## src/rtl/dmem_port_arbiter.sv

```systemverilog
// Shares the data RAM's single port between the MEM-stage CPU access and the debug/loader requester.
// Latency: grant and RAM drive are combinational; read data and rvalid arrive one cycle after the grant.
// Backpressure: the loser sees cpu_stall=1 or dbg_gnt=0; a starved debug request is forced through, and lock lets debug hold the port.
module dmem_port_arbiter #(
    parameter int STARVE_LIMIT = 8,
    parameter int ADDR_W       = 30
) (
    input  logic              clk,
    input  logic              rst,
    input  logic              cpu_req,
    input  logic [3:0]        cpu_we,
    input  logic [ADDR_W-1:0] cpu_addr,
    input  logic [31:0]       cpu_wdata,
    output logic              cpu_stall,
    output logic              cpu_rvalid,
    output logic [31:0]       cpu_rdata,
    input  logic              dbg_req,
    input  logic [3:0]        dbg_we,
    input  logic [ADDR_W-1:0] dbg_addr,
    input  logic [31:0]       dbg_wdata,
    input  logic              dbg_lock,
    output logic              dbg_gnt,
    output logic              dbg_rvalid,
    output logic [31:0]       dbg_rdata,
    output logic [3:0]        ram_we,
    output logic [ADDR_W-1:0] ram_addr,
    output logic [31:0]       ram_wdata,
    input  logic [31:0]       ram_rdata
);

    typedef enum logic {S_CPU = 1'b0, S_DBG = 1'b1} state_t;

    state_t            state;
    state_t            state_nxt;
    logic [7:0]        starve_cnt;
    logic              starve_hit;
    logic              cpu_grant;
    logic              dbg_grant;
    logic [ADDR_W-1:0] shadow_addr;
    logic [31:0]       shadow_wdata;
    logic [1:0]        rd_owner;

    assign starve_hit = (starve_cnt == 8'(STARVE_LIMIT));

    // Grant decision and next state; nothing is granted while reset is held.
    always_comb begin
        cpu_grant = 1'b0;
        dbg_grant = 1'b0;
        state_nxt = state;
        if (!rst) begin
            case (state)
                S_CPU: begin
                    if (dbg_req && (!cpu_req || starve_hit)) begin
                        dbg_grant = 1'b1;
                    end else if (cpu_req) begin
                        cpu_grant = 1'b1;
                    end
                    if (dbg_grant && dbg_lock) begin
                        state_nxt = S_DBG;
                    end
                end
                S_DBG: begin
                    dbg_grant = dbg_req;
                    cpu_grant = cpu_req && !dbg_req;
                    if (!dbg_lock || !dbg_req) begin
                        state_nxt = S_CPU;
                    end
                end
                default: state_nxt = S_CPU;
            endcase
        end
    end

    // Ownership state register.
    always_ff @(posedge clk or posedge rst) begin
        if (rst) begin
            state <= S_CPU;
        end else begin
            state <= state_nxt;
        end
    end

    // Counts contended cycles the debug side lost; saturates at the limit so the force stays armed.
    always_ff @(posedge clk or posedge rst) begin
        if (rst) begin
            starve_cnt <= 8'd0;
        end else if (dbg_grant || !dbg_req) begin
            starve_cnt <= 8'd0;
        end else if (cpu_grant && !starve_hit) begin
            starve_cnt <= starve_cnt + 8'd1;
        end
    end

    // Last granted address/data, held on idle cycles so the RAM inputs stay quiet.
    always_ff @(posedge clk or posedge rst) begin
        if (rst) begin
            shadow_addr  <= '0;
            shadow_wdata <= 32'd0;
        end else if (cpu_grant) begin
            shadow_addr  <= cpu_addr;
            shadow_wdata <= cpu_wdata;
        end else if (dbg_grant) begin
            shadow_addr  <= dbg_addr;
            shadow_wdata <= dbg_wdata;
        end
    end

    // Remembers who owns the read issued this cycle; reset drops an in-flight read.
    always_ff @(posedge clk or posedge rst) begin
        if (rst) begin
            rd_owner <= 2'b00;
        end else begin
            rd_owner <= {cpu_grant && (cpu_we == 4'd0), dbg_grant && (dbg_we == 4'd0)};
        end
    end

    // RAM port mux: the granted side drives, otherwise the shadow with writes disabled.
    always_comb begin
        ram_we    = 4'd0;
        ram_addr  = shadow_addr;
        ram_wdata = shadow_wdata;
        if (cpu_grant) begin
            ram_we    = cpu_we;
            ram_addr  = cpu_addr;
            ram_wdata = cpu_wdata;
        end else if (dbg_grant) begin
            ram_we    = dbg_we;
            ram_addr  = dbg_addr;
            ram_wdata = dbg_wdata;
        end
    end

    assign cpu_stall  = cpu_req && !cpu_grant && !rst;
    assign dbg_gnt    = dbg_grant;
    assign cpu_rvalid = rd_owner[1];
    assign dbg_rvalid = rd_owner[0];
    assign cpu_rdata  = ram_rdata;
    assign dbg_rdata  = ram_rdata;

endmodule
```

## config.mk

```make
export PLATFORM = sky130hd
export DESIGN_NAME = dmem_port_arbiter
export DESIGN_NICKNAME = d
export VERILOG_FILES = /design/src/rtl/dmem_port_arbiter.sv
export SDC_FILE = /design/constraint.sdc
export NUM_CORES = 1
export LEC_CHECK = 0
export CELL_PAD_IN_SITES_DETAIL_PLACEMENT = 2
export CELL_PAD_IN_SITES_GLOBAL_PLACEMENT = 2
export CORE_UTILIZATION = 20
export DETAILED_ROUTE_END_ITERATION = 8
export PLACE_DENSITY_LB_ADDON = 0.1
export SLEW_MARGIN = 20
export SYNTH_ARGS = -nofsm -noshare
export SYNTH_HDL_FRONTEND = slang
export SYNTH_SLANG_ARGS = --single-unit
```

## constraint.sdc

```tcl
create_clock -name clk -period 12.6 [get_ports clk]
set_clock_uncertainty 0.1 [all_clocks]
set_input_delay 3.15 -clock clk [delete_from_list [all_inputs] [get_ports clk]]
set_output_delay 3.15 -clock clk [all_outputs]
set_load 0.05 [all_outputs]
```

## After elaboration in Yosys (flattened, before gate mapping)

Index checks and enable logic that the tools add are counted.

- Output and inout port bits: 134
- Bits in registers: 73
- Input bits: 169

- Bitwise gates (word level): 1
- Reductions and logical operators: 20
- Eq/ne operators: 1
- Multiplexer cells: 20
- Add/subtract/negate cells: 1

Operators with widths:

| operator | count |
|---|---|
| 32-bit 2-to-1 mux | 2 |
| 30-bit 2-to-1 mux | 2 |
| 8-bit 2-to-1 mux | 2 |
| 1-bit 2-to-1 mux | 9 |
| 8-bit by 1-bit adder with 8-bit output (second input constant) | 1 |
| 8-bit by 4-bit equality test with 1-bit output (second input constant) | 1 |
| 1-bit logical AND | 8 |
| 4-bit zero test | 2 |
| 4-bit 2-to-1 mux | 2 |
| 1-bit zero test | 6 |
| 1-bit case mux with 2 select lines | 3 |
| 1-bit logical OR | 3 |
| 2-bit nonzero test | 1 |
| 1-bit inverter | 1 |

## Depth between registers and ports, before layout

Gate-level depths: netlist of run 1.

- Depth in word-level cells: 10
- Gate-level depth with buffers: 8

## Least setup slack after synthesis of run 1

OpenSTA, ideal clock, no wires.

- Kind: input port to output port
- From: in rst
- To: out ram_addr[25]
- Stages: 5
- Setup slack: 3.213 ns
- Buffers on the path: 1
- Data arrival time: 6.137 ns
- Required time: 9.350 ns
- Path through: inv_1 > nand2_1 > nor2_4 > buf_2 > a221o_1

- Cells in the longest elaborated chain, start to end: 3

Ends and longest elaborated chain:

| element | line | text |
|---|---|---|
| start: declaration | 9 | `input logic rst,` |
| 1-bit 2-to-1 mux | 50 | `if (!rst) begin` |
| via dbg_gnt | 22 | `output logic dbg_gnt,` |
| 30-bit 2-to-1 mux | 126 | `end else if (dbg_grant) begin` |
| 30-bit 2-to-1 mux | 122 | `if (cpu_grant) begin` |
| end: declaration | 26 | `output logic [ADDR_W-1:0] ram_addr,` |

The timed path passes the listed nets, and every way through them passes these cells.

## Worst setup path in the final report of run 1

- From: in cpu_req
- To: out ram_wdata[12]

- Cells in the longest elaborated chain, start to end: 10

Ends and longest elaborated chain:

| element | line | text |
|---|---|---|
| start: declaration | 10 | `input logic cpu_req,` |
| 1-bit zero test | 53 | `if (dbg_req && (!cpu_req \|\| starve_hit)) begin` |
| 1-bit logical OR | 53 |  |
| 1-bit logical AND | 53 |  |
| 1-bit 2-to-1 mux | 53 |  |
| 1-bit 2-to-1 mux | 51 | `case (state)` |
| 1-bit 2-to-1 mux | 50 |  |
| 1-bit case mux with 2 select lines | 51 |  |
| 1-bit 2-to-1 mux | 50 |  |
| 32-bit 2-to-1 mux | 126 |  |
| 32-bit 2-to-1 mux (*) | 122 |  |
| end: declaration | 27 | `output logic [31:0] ram_wdata,` |

Mark *: on every way between the ends. The rest lies on a longest branch, timed or not. The select of a mux whose other input is x is not followed.

==> key figures, run 1 <==
Pwr
  – Pleak: 2.41 nW
  – Sequential share of power: about a third
  – Switch Pwr: ~0.28 mW
  – Peak supply drop: approximately 0.000045 V
  – Sw Ratio: about 34%
  – Clk network pwr share: around a third
  – Int Power: around 0.54 mW
  – Pwr/cell area: between 100 and 150 nW/µm²
  – Logic gate share of total power: ~35%

Worst setup path
  – WP data required: a little over 9000 ps
  – Crit path top cell by count: clkdlybuf4s50_1
  – Crit end category: output pin
  – Critical path class: input pin to output pin
  – CP Cell Sequence: clkdlybuf4s50_1 -> nor2b_1 -> nand2_1 -> a21oi_4 -> buf_4 -> a221o_1 -> clkdlybuf4s50_1
  – Critical Path Max Stage Delay: approximately 850 ps
  – Slowest stage cell, crit path: clkdlybuf4s50_1
  – Startpoint types: input pin
  – Worst-path fanout max: 34
  – Worst path bufs/invs: 3
  – CP top delay family: buffers and inverters
  – CP Data Arrival Time: between 6000 and 7000 ps
  – Worst Setup SP: cpu_req
  – R2R Path Start: starve_cnt[0]

Global routing
  – Initial antenna violation count: 0
  – Total gr overflow: 0
  – First-pass GRT wire length: 21100 µm
  – Largest net degree at the start of global routing: 75
  – GRT Overall Usage: between 10% and 20%
  – Vias in the first global route: 3629

Timing
  – Relative slew margins: a little over a third
  – Final Critical Period: slightly above 10000 ps
  – Worst slew pin tran: between 900 and 1000 ps
  – Final setup TNS: 0 ps
  – Fmax: about 0.099 GHz
  – Hold_ws: roughly 470 ps
  – RSZ-0062 raised after global routing: false
  – Count of final hold-check violations: 0
  – Pins Over Slew Limit: 0
  – Final Cycle Share: approximately four fifths
  – Final setup violation count: 0

Detailed routing
  – DR DRC count: 0
  – WL final: 13700 µm
  – Via count: approximately 3200
  – DRT iter0 DRCs: 135
  – Wire per inst: approximately 19 µm
  – ANT nets after route: 0
  – Drt first pass iters: 4
  – Vias per Instance: 4.48

Cells and area
  – Most frequent cells in the layout: clkdlybuf4s50_1 (206), dfrtp_1 (73), and2_1 (64)
  – Leading cell type in the layout, fill and taps excluded: clkdlybuf4s50_1
  – Area grow syn2layout: 54.2%
  – Share of layout cells above drive strength 1: approximately 5.0%
  – FF/Latch Area: around 1800 µm²
  – N_diodes: 0
  – Multi-input gate area: 1400 µm²
  – FILL cells: approximately 2000
  – Final nets: 646

Floorplanning
  – Total core area: ~19000 µm²
  – Die Height: roughly 140 µm
  – Row count: 50
  – Io pins: 303
  – Full die area: 19800 µm²
  – Starting Density: 20.5%
  – Horiz. Die Dim: about 140 µm

Hold path
  – Worst min-delay path class: register to register
  – Hold_sp: starve_cnt[7]

Placed design
  – Placer Congestion: approximately 0.73
  – Buffers added on ports: approximately 210
  – DP Wirelength: between 9000 and 10000 µm

Logic synthesis
  – Top cell type's share of synthesized area: 47.6%
  – Synth Warn #: 0
  – Syn nets: between 500 and 600
  – Seq/Total Area, Yosys: between 40% and 50%
  – Syn Area/Cell: between 10 and 15 µm²
  – Cell taking the most area after synthesis: dfrtp_1
  – Async set-reset flop share out of synthesis: 100%
  – FF+latch count, synth: 73
  – Cell variety after synth: 34
  – Synth Flop Type: dfrtp_1
  – Post-Syn Instances: about 340
  – EDFF count, synth: 0
  – Mapped cell area: around 3800 µm²
  – Synth area leaders: dfrtp_1 (48%), a221o_1 (16%), buf_4 (13%)

Run status
  – Status: finished clean

CTS
  – CTS max path bufs: 2
  – Num CTS Buffers: 9
  – Clock Sinks: 73
  – Worst-skew pair later-pin latency: approximately 330 ps
  – Hold_buf cts: 0
  – Root Driver: clkbuf_16
  – Postcts setup bufs: 0
  – Reg clk slew, reported paths: roughly 60 ps
  – CTS tree: done
  – CTS H-tree lvls: 3
  – CTS resizes: 0

Run
  – Max_cap viols: 0
-- worst reg2reg max path, cell delays in order (launching register included) --
cell and delay (ps):
dfrtp_1 410, inv_1 100, ha_1 170, or3b_2 500, o211a_1 300, nor2_4 690
buf_4 550, a221o_1 320
-- routing by layer --
layer  vias up  track usage (%)  share of wire [%]
li1       1448                -                  -
met1      1577             17.7                 45
met2       146             22.4                 46
met3        27             3.97                7.0
met4         0             6.24                2.1
met5         -                0                  0
-- power by group through the flow --
stage	combinational (mW)	clock (mW)	sequential [mW]
detailed placement	0.291	0	0.273
global placement	0.290	0	0.272
CTS	0.294	0.274	0.269
global route	0.305	0.280	0.271
floorplan	0.229	0	0.270
finish	0.290	0.261	0.269
-- state kept, by name, summed over array words and instances (netlist names) --
register	flops
rd_owner	2
shadow_addr	30
shadow_wdata	32
starve_cnt	8
state	1
-- synthesized netlist by cell type (2+ instances only) --
cell type,number
nand4_1,4
nor2_1,7
buf_2,4
a22o_1,5
a221o_1,62
dfrtp_1,73
nand2_1,3
inv_1,5
clkbuf_1,10
xor2_1,5
o21ai_1,2
and2_1,64
or4_1,2
buf_4,64
buf_6,7
ha_1,2
and3_1,3
-- through the flow --
stage	power (mW)	cells	setup WS [ps]	cell area (µm²)	util [%]
6_report	0.819	714	2490	5920	31.6
5_1_grt	0.856	714	2220	5920	31.6
4_1_cts	0.837	714	2460	5920	31.5
3_5_place_dp	0.564	698	2480	5630	30.0
3_3_place_gp	0.562	698	2500	5630	30.0
2_1_floorplan	0.500	339	3210	3840	-
-- worst paths after layout --
kind | endpoint | cells after the start | slack (ps)
setup / recovery | ram_wdata[12] | 7 | 2490
hold / removal | starve_cnt[7] | 2 | 470
setup reg to reg | shadow_wdata[16] | 7 | 9390
hold reg to reg | starve_cnt[7] | 2 | 470
max in group asynchronous | shadow_wdata[1] | 3 | 8450
min in group asynchronous | state | 3 | 3370
-- area by class of cell --
type	count	area share [%]
multi-input combinational	176	23.6
clock inverter	3	0.676
inverter	5	0.338
sequential	73	30.8
tap	234	4.94
timing repair buffer	210	35.4
clock buffer	13	4.23
-- cells by family (layout without fill, tap and decap cells) --
kind of cell	count (synthesis)	in the layout	share of synthesized area, %
compound gates	75	75	18.8
xor+xnor	6	6	1.37
fa+ha+maj	2	2	0.652
buf+inv	90	231	16.6
flops	73	73	47.6
mux	1	1	0.261
simple gates	92	92	14.8
Power figures use the tool's default switching activity.
==> run 2: changes to the inputs <==
- CORE_UTILIZATION: 20 -> 18
- clock period: 12.6 -> 9.8 ns (I/O delays scaled with it)
==> run 2 against run 1 <==
Clock power is 28% higher. Sequential cell count unchanged. Combinational power is 30% higher. Wire length up 4.3%. Worst hold slack lost 16 ps. Power is 29% higher. Sequential share of layout area fell by 0.46 points. Utilization shrank 2.9 points. Cell area is 1.5% higher. Non-clock buffer count up 3. Cell count is 6.2% higher. Critical path type unchanged. Critical endpoint is now ram_addr[15]. Highest routed layer unchanged.
==> key figures, run 2 (synthesized netlist as in run 1, its figures left out) <==
Worst setup path
  – Crit path top cell by count: clkdlybuf4s50_1
  – WP data required: 7250 ps (-2100 ps)
  – CP Data Arrival Time: 5730 ps (-1130 ps)
  – Worst setup path endpoint: ram_addr[15]
  – Slowest stage cell, crit path: clkdlybuf4s50_1
  – R2r endpoint: shadow_addr[21]
  – Worst path bufs/invs: 4 (+1)
  – CP Cell Sequence: clkdlybuf4s50_1 -> clkinv_2 -> nand2_1 -> nor2_4 -> buf_4 -> a221o_1 -> clkdlybuf4s50_1
  – Startpoint types: input pin
  – Worst Setup SP: rst
  – CP Depth: 7 (unchanged)
  – R2R Path Start: starve_cnt[0]
  – Worst-path fanout max: 33 (-2.9%)
  – Critical Path Max Stage Delay: 830 ps (-20 ps)
  – CP top delay family: buffers and inverters
  – Worst r2r path cells: 7 (unchanged)
  – R2R Setup Slk: 6790 ps (-2600 ps)
  – Crit end category: output pin
  – Critical path class: input pin to output pin

Timing
  – Worst slew pin tran: 906 ps (-67.7 ps)
  – Final setup TNS: 0 ps (unchanged)
  – Final Critical Period: slightly above 8000 ps
  – Count of final hold-check violations: 0 (unchanged)
  – Fmax: about 0.12 GHz
  – Pins Over Slew Limit: 0 (unchanged)
  – Final Cycle Share: between 80% and 90%
  – RSZ-0062 raised after global routing: false
  – Final setup violation count: 0 (unchanged)
  – Relative slew margins: 39.4% (+4.5 points)

Cells and area
  – Leading cell type in the layout, fill and taps excluded: clkdlybuf4s50_1
  – Max FFs per register: 32 (unchanged)
  – N_diodes: 0 (unchanged)
  – Most frequent cells in the layout: clkdlybuf4s50_1 (206), dfrtp_1 (73), and2_1 (64)
  – Largest regs: shadow_wdata x32, shadow_addr x30, starve_cnt x8
  – Most flops, register: shadow_wdata
  – Area grow syn2layout: 56.6%
  – Final nets: 649 (+0.46%)
  – Share of layout cells above drive strength 1: 5.59% (+0.59 points)

Detailed routing
  – Via count: 3217 (+0.59%)
  – ANT nets after route: 0 (unchanged)
  – Wire per inst: 18.8 µm (-1.7%)
  – WL final: 14300 µm (+4.3%)
  – Vias per Instance: 4.24 (-5.2%)
  – DR DRC count: 0 (unchanged)
  – DRT iter0 DRCs: 101 (-25%)
  – Drt first pass iters: 4 (unchanged)

Pwr
  – Peak supply drop: 0.0000762 V (+68%)
  – Pleak: 2.43 nW (+0.92%)
  – Pwr/cell area: 176 nW/µm² (+27%)
  – Tot Pwr: 1.06 mW (+29%)

Floorplanning
  – Io pins: 303 (unchanged)
  – Full die area: 21900 µm² (+11%)
  – Row count: 53 (+6.0%)
  – Die Height: 148 µm (+5.3%)
  – Horiz. Die Dim: 148 µm (+5.3%)
  – Total core area: 21000 µm² (+12%)
  – Starting Density: 18.3% (-2.1 points)

CTS
  – Worst-skew pair later-pin latency: 340 ps (about the same)
  – Clock Sinks: 73 (unchanged)
  – CTS resizes: 0 (unchanged)
  – Num CTS Buffers: 9 (unchanged)
  – CTS tree: done
  – CTS H-tree lvls: 3 (unchanged)
  – CTS max path bufs: 2 (unchanged)
  – Postcts setup bufs: 0 (unchanged)
  – Hold_buf cts: 0 (unchanged)
  – Reg clk slew, reported paths: 60 ps (about the same)
  – Root Driver: clkbuf_16

Placed design
  – Placer Congestion: 0.725 (-0.63%)
  – Buffers added on ports: 206 (unchanged)
  – DP Wirelength: 10300 µm (+8.0%)

Run
  – Max_cap viols: 0 (unchanged)

Hold path
  – Worst min-delay path class: register to register

Global routing
  – Largest net degree at the start of global routing: 51 (-32%)
  – Total gr overflow: 0 (unchanged)
  – Vias in the first global route: 3641 (+0.33%)
  – GRT Overall Usage: 13.1% (-0.92 points)
  – Initial antenna violation count: 0 (unchanged)
  – First-pass GRT wire length: 21800 µm (+3.3%)

Run status
  – Status: finished clean
## run 2: layout make-up
type / instances / area (µm²)
repair buffers: 213 / 2130
clock buffers: 13 / 250
clock inverters: 3 / 40.0
inverters: 5 / 20.0
fillers: 2296 / 14900
multi-input cells: 176 / 1400
flip-flops and latches: 73 / 1830
well taps: 275 / 344
## run 2: power breakdown
part           leakage, nW  switching, mW  internal, mW
clock network        0.144          0.130         0.204
logic                 1.37          0.221         0.155
registers            0.917        0.00783         0.337
## run 2: worst min path at each step
stage / startpoint / to / cells after the start
2_1_floorplan: starve_cnt[7] / starve_cnt[7] / 2
3_3_place_gp: starve_cnt[7] / starve_cnt[7] / 2
3_5_place_dp: starve_cnt[7] / starve_cnt[7] / 2
4_1_cts: starve_cnt[7] / starve_cnt[7] / 2
5_1_grt: starve_cnt[7] / starve_cnt[7] / 2
6_report: starve_cnt[7] / starve_cnt[7] / 2
## run 2: routing by layer
layer  wire length (µm)  track usage [%]
met1               6140             15.8
met2               6950             22.1
met3                776             2.94
met4                406             6.49
met5                  0                0
## run 2: tightest hold or removal path, delay by kind of cell, from the launching register on
family        cells  cell delay, ps
flops             1             360
xor+xnor          1              70
simple gates      1              80
## run 2: per-stage QoR
stage               setup WS, ps  util (%)  cell area (µm²)  hold WS, ps  std cells
finish                      1520      28.7             6010          454        758
global route                1290      28.7             6010          499        758
CTS                         1430      28.6             5980          466        757
detailed placement          1400      27.2             5690          446        741
global placement            1520      27.2             5690          438        741
floorplan                   1810         -             3840          405        339
==> run 3: changes to the inputs <==
- clock period: 9.8 -> 8 ns (I/O delays scaled with it)
==> run 3 against run 2 <==
Via count grew 0.56%. Clock power increased by 32%. Sequential share of layout area increased by 0.81 points. Utilization fell by 0.75 points. Largest cell class unchanged. Largest power group unchanged. Highest routed layer unchanged.
==> key figures, run 3 (synthesized netlist as in run 1, its figures left out) <==
Detailed routing
  – DR DRC count: 0 (unchanged)
  – Vias per Instance: 4.27 (+0.56%)
  – Via count: 3235 (+0.56%)
  – ANT nets after route: 0 (unchanged)
  – DRT iter0 DRCs: 116 (+15%)
  – WL final: 14000 µm (-1.9%)
  – Drt first pass iters: 4 (unchanged)
  – Wire per inst: 18.5 µm (-1.9%)

Pwr
  – Peak supply drop: 0.0000700 V (-8.2%)
  – Pleak: 2.52 nW (+3.6%)
  – Switch Pwr: 0.440 mW (+23%)
  – Sequential share of power: 32.4% (-0.3 points)
  – Sw Ratio: 33.7% (-0.32 points)
  – Logic gate share of total power: 33.9% (-1.8 points)
  – Tot Pwr: 1.31 mW (+24%)
  – Pwr/cell area: 223 nW/µm² (+27%)
  – Clk network pwr share: 33.8% (+2.2 points)
  – Int Power: 0.865 mW (+24%)

Floorplanning
  – Die Height: 148 µm (unchanged)
  – Full die area: 21900 µm² (unchanged)
  – Total core area: 21000 µm² (unchanged)
  – Horiz. Die Dim: 148 µm (unchanged)
  – Row count: 53 (unchanged)
  – Io pins: 303 (unchanged)
  – Starting Density: 18.3% (unchanged)

Worst setup path
  – Worst path bufs/invs: 3 (-1)
  – Worst Setup SP: cpu_req
  – Slowest stage cell, crit path: clkdlybuf4s50_1
  – WP data required: 5900 ps (-1350 ps)
  – Worst setup path endpoint: ram_wdata[4]
  – Worst-path fanout max: 37 (+12%)
  – CP Cell Sequence: clkdlybuf4s50_1 -> nor2b_1 -> nand2_1 -> a21oi_4 -> buf_4 -> a221o_1 -> buf_4
  – CP Depth: 7 (unchanged)
  – Startpoint types: input pin
  – Crit end category: output pin
  – R2R Path Start: starve_cnt[0]
  – CP Data Arrival Time: 4380 ps (-1350 ps)
  – R2r endpoint: shadow_wdata[4]
  – Critical Path Max Stage Delay: 580 ps (-250 ps)
  – R2R Setup Slk: 5570 ps (-1220 ps)
  – Worst r2r path cells: 7 (unchanged)
  – CP top delay family: buffers and inverters
  – Crit path top cell by count: buf_4
  – Critical path class: input pin to output pin

CTS
  – Root Driver: clkbuf_16
  – CTS max path bufs: 2 (unchanged)
  – CTS tree: done
  – Worst-skew pair later-pin latency: 340 ps (about the same)
  – CTS resizes: 0 (unchanged)
  – Hold_buf cts: 0 (unchanged)
  – Num CTS Buffers: 9 (unchanged)
  – Postcts setup bufs: 0 (unchanged)
  – Clock Sinks: 73 (unchanged)
  – Reg clk slew, reported paths: 60 ps (about the same)
  – CTS H-tree lvls: 3 (unchanged)

Global routing
  – Total gr overflow: 0 (unchanged)
  – Initial antenna violation count: 0 (unchanged)
  – Vias in the first global route: 3698 (+1.6%)
  – GRT Overall Usage: 13.0% (-0.15 points)
  – First-pass GRT wire length: 21400 µm (-1.6%)
  – Largest net degree at the start of global routing: 46 (-9.8%)

Cells and area
  – Most flops, register: shadow_wdata
  – Multi-input gate area: 1400 µm² (unchanged)
  – Max FFs per register: 32 (unchanged)
  – N_diodes: 0 (unchanged)
  – Leading cell type in the layout, fill and taps excluded: clkdlybuf4s50_1
  – Share of layout cells above drive strength 1: 19.5% (+14 points)
  – Layout Cells excl Fill: 758 (unchanged)
  – Largest regs: shadow_wdata x32, shadow_addr x30, starve_cnt x8
  – Final nets: 650 (+0.15%)
  – FILL cells: 2334 (+1.7%)
  – Area grow syn2layout: 52.5%
  – FF/Latch Area: 1830 µm² (unchanged)
  – Most frequent cells in the layout: clkdlybuf4s50_1 (140), buf_4 (74), dfrtp_1 (73)

Run
  – Max_cap viols: 0 (unchanged)

Placed design
  – # placed instances: 743 (+0.27%)
  – Buffers added on ports: 206 (unchanged)
  – Pre-CTS setup slack: 1550 ps (+150 ps)
  – Placer Congestion: 0.708 (-2.3%)
  – DP Wirelength: 10100 µm (-1.4%)

Timing
  – Final Cycle Share: 81.0%
  – Final Critical Period: 6480 ps
  – Final setup TNS: 0 ps (unchanged)
  – Pins Over Slew Limit: 0 (unchanged)
  – Count of final hold-check violations: 0 (unchanged)
  – Fmax: between 0.15 and 0.2 GHz
  – Hold_ws: 468 ps (+14.4 ps)
  – Final setup violation count: 0 (unchanged)
  – Minimum setup slack in the final design: 1520 ps (+3.68 ps)
  – RSZ-0062 raised after global routing: false
  – Worst slew pin tran: 697 ps (-210 ps)
  – Relative slew margins: 53.2% (+14 points)

Hold path
  – Cells on Worst Hold Path: 2 (unchanged)
  – Worst min-delay path class: register to register

Run status
  – Status: finished clean
run 3: changes by cell type in the layout (fill, tap and decap cells not counted), sizes merged:
cell	change
bufinv	+1
buf	+67
clkdlybuf4s50	-66
clkbuf	-1
clkinv	-1
run 3: how the worst min path moves through the flow:
stage | slack [ps] | start | end
detailed placement | 460 | starve_cnt[7] | starve_cnt[7]
floorplan | 410 | starve_cnt[7] | starve_cnt[7]
global placement | 440 | starve_cnt[7] | starve_cnt[7]
finish | 470 | starve_cnt[7] | starve_cnt[7]
CTS | 480 | starve_cnt[7] | starve_cnt[7]
global route | 510 | shadow_addr[23] | shadow_addr[23]
run 3: power by group through the flow:
stage	clock (mW)	combinational [mW]	sequential (mW)
2_1_floorplan	0	0.361	0.426
3_3_place_gp	0	0.446	0.428
3_5_place_dp	0	0.449	0.430
4_1_cts	0.457	0.451	0.424
5_1_grt	0.469	0.467	0.427
6_report	0.441	0.442	0.423
run 3: area by class of cell:
type | instances | share of cell area (%)
Sequential cell | 73 | 31.2
Inverter | 5 | 0.342
Clock inverter | 3 | 1.11
Tap cell | 275 | 5.88
Multi-Input combinational cell | 176 | 23.8
Timing Repair Buffer | 214 | 33.4
Clock buffer | 12 | 4.21
run 3: per-stage QoR:
step	area, µm²	utilization, %
floorplan	3840	-
detailed placement	5540	26.5
CTS	5860	27.9
global route	5860	27.9
global placement	5540	26.5
finish	5860	27.9
run 3: per-layer routing:
metal,global-route usage (%),wire length (µm),vias up
met5,0,0,-
met4,6.75,384,0
met3,2.45,768,33
met2,22.4,7100,124
met1,15.3,5750,1621
li1,-,-,1457
run 3: worst min-delay path, delay by kind of cell, from the launching register on:
| family | cells | cell delay, ps |
|---|---|---|
| flip-flops | 1 | 370 |
| AND/OR/NAND/NOR | 1 | 90 |
| XOR/XNOR | 1 | 80 |
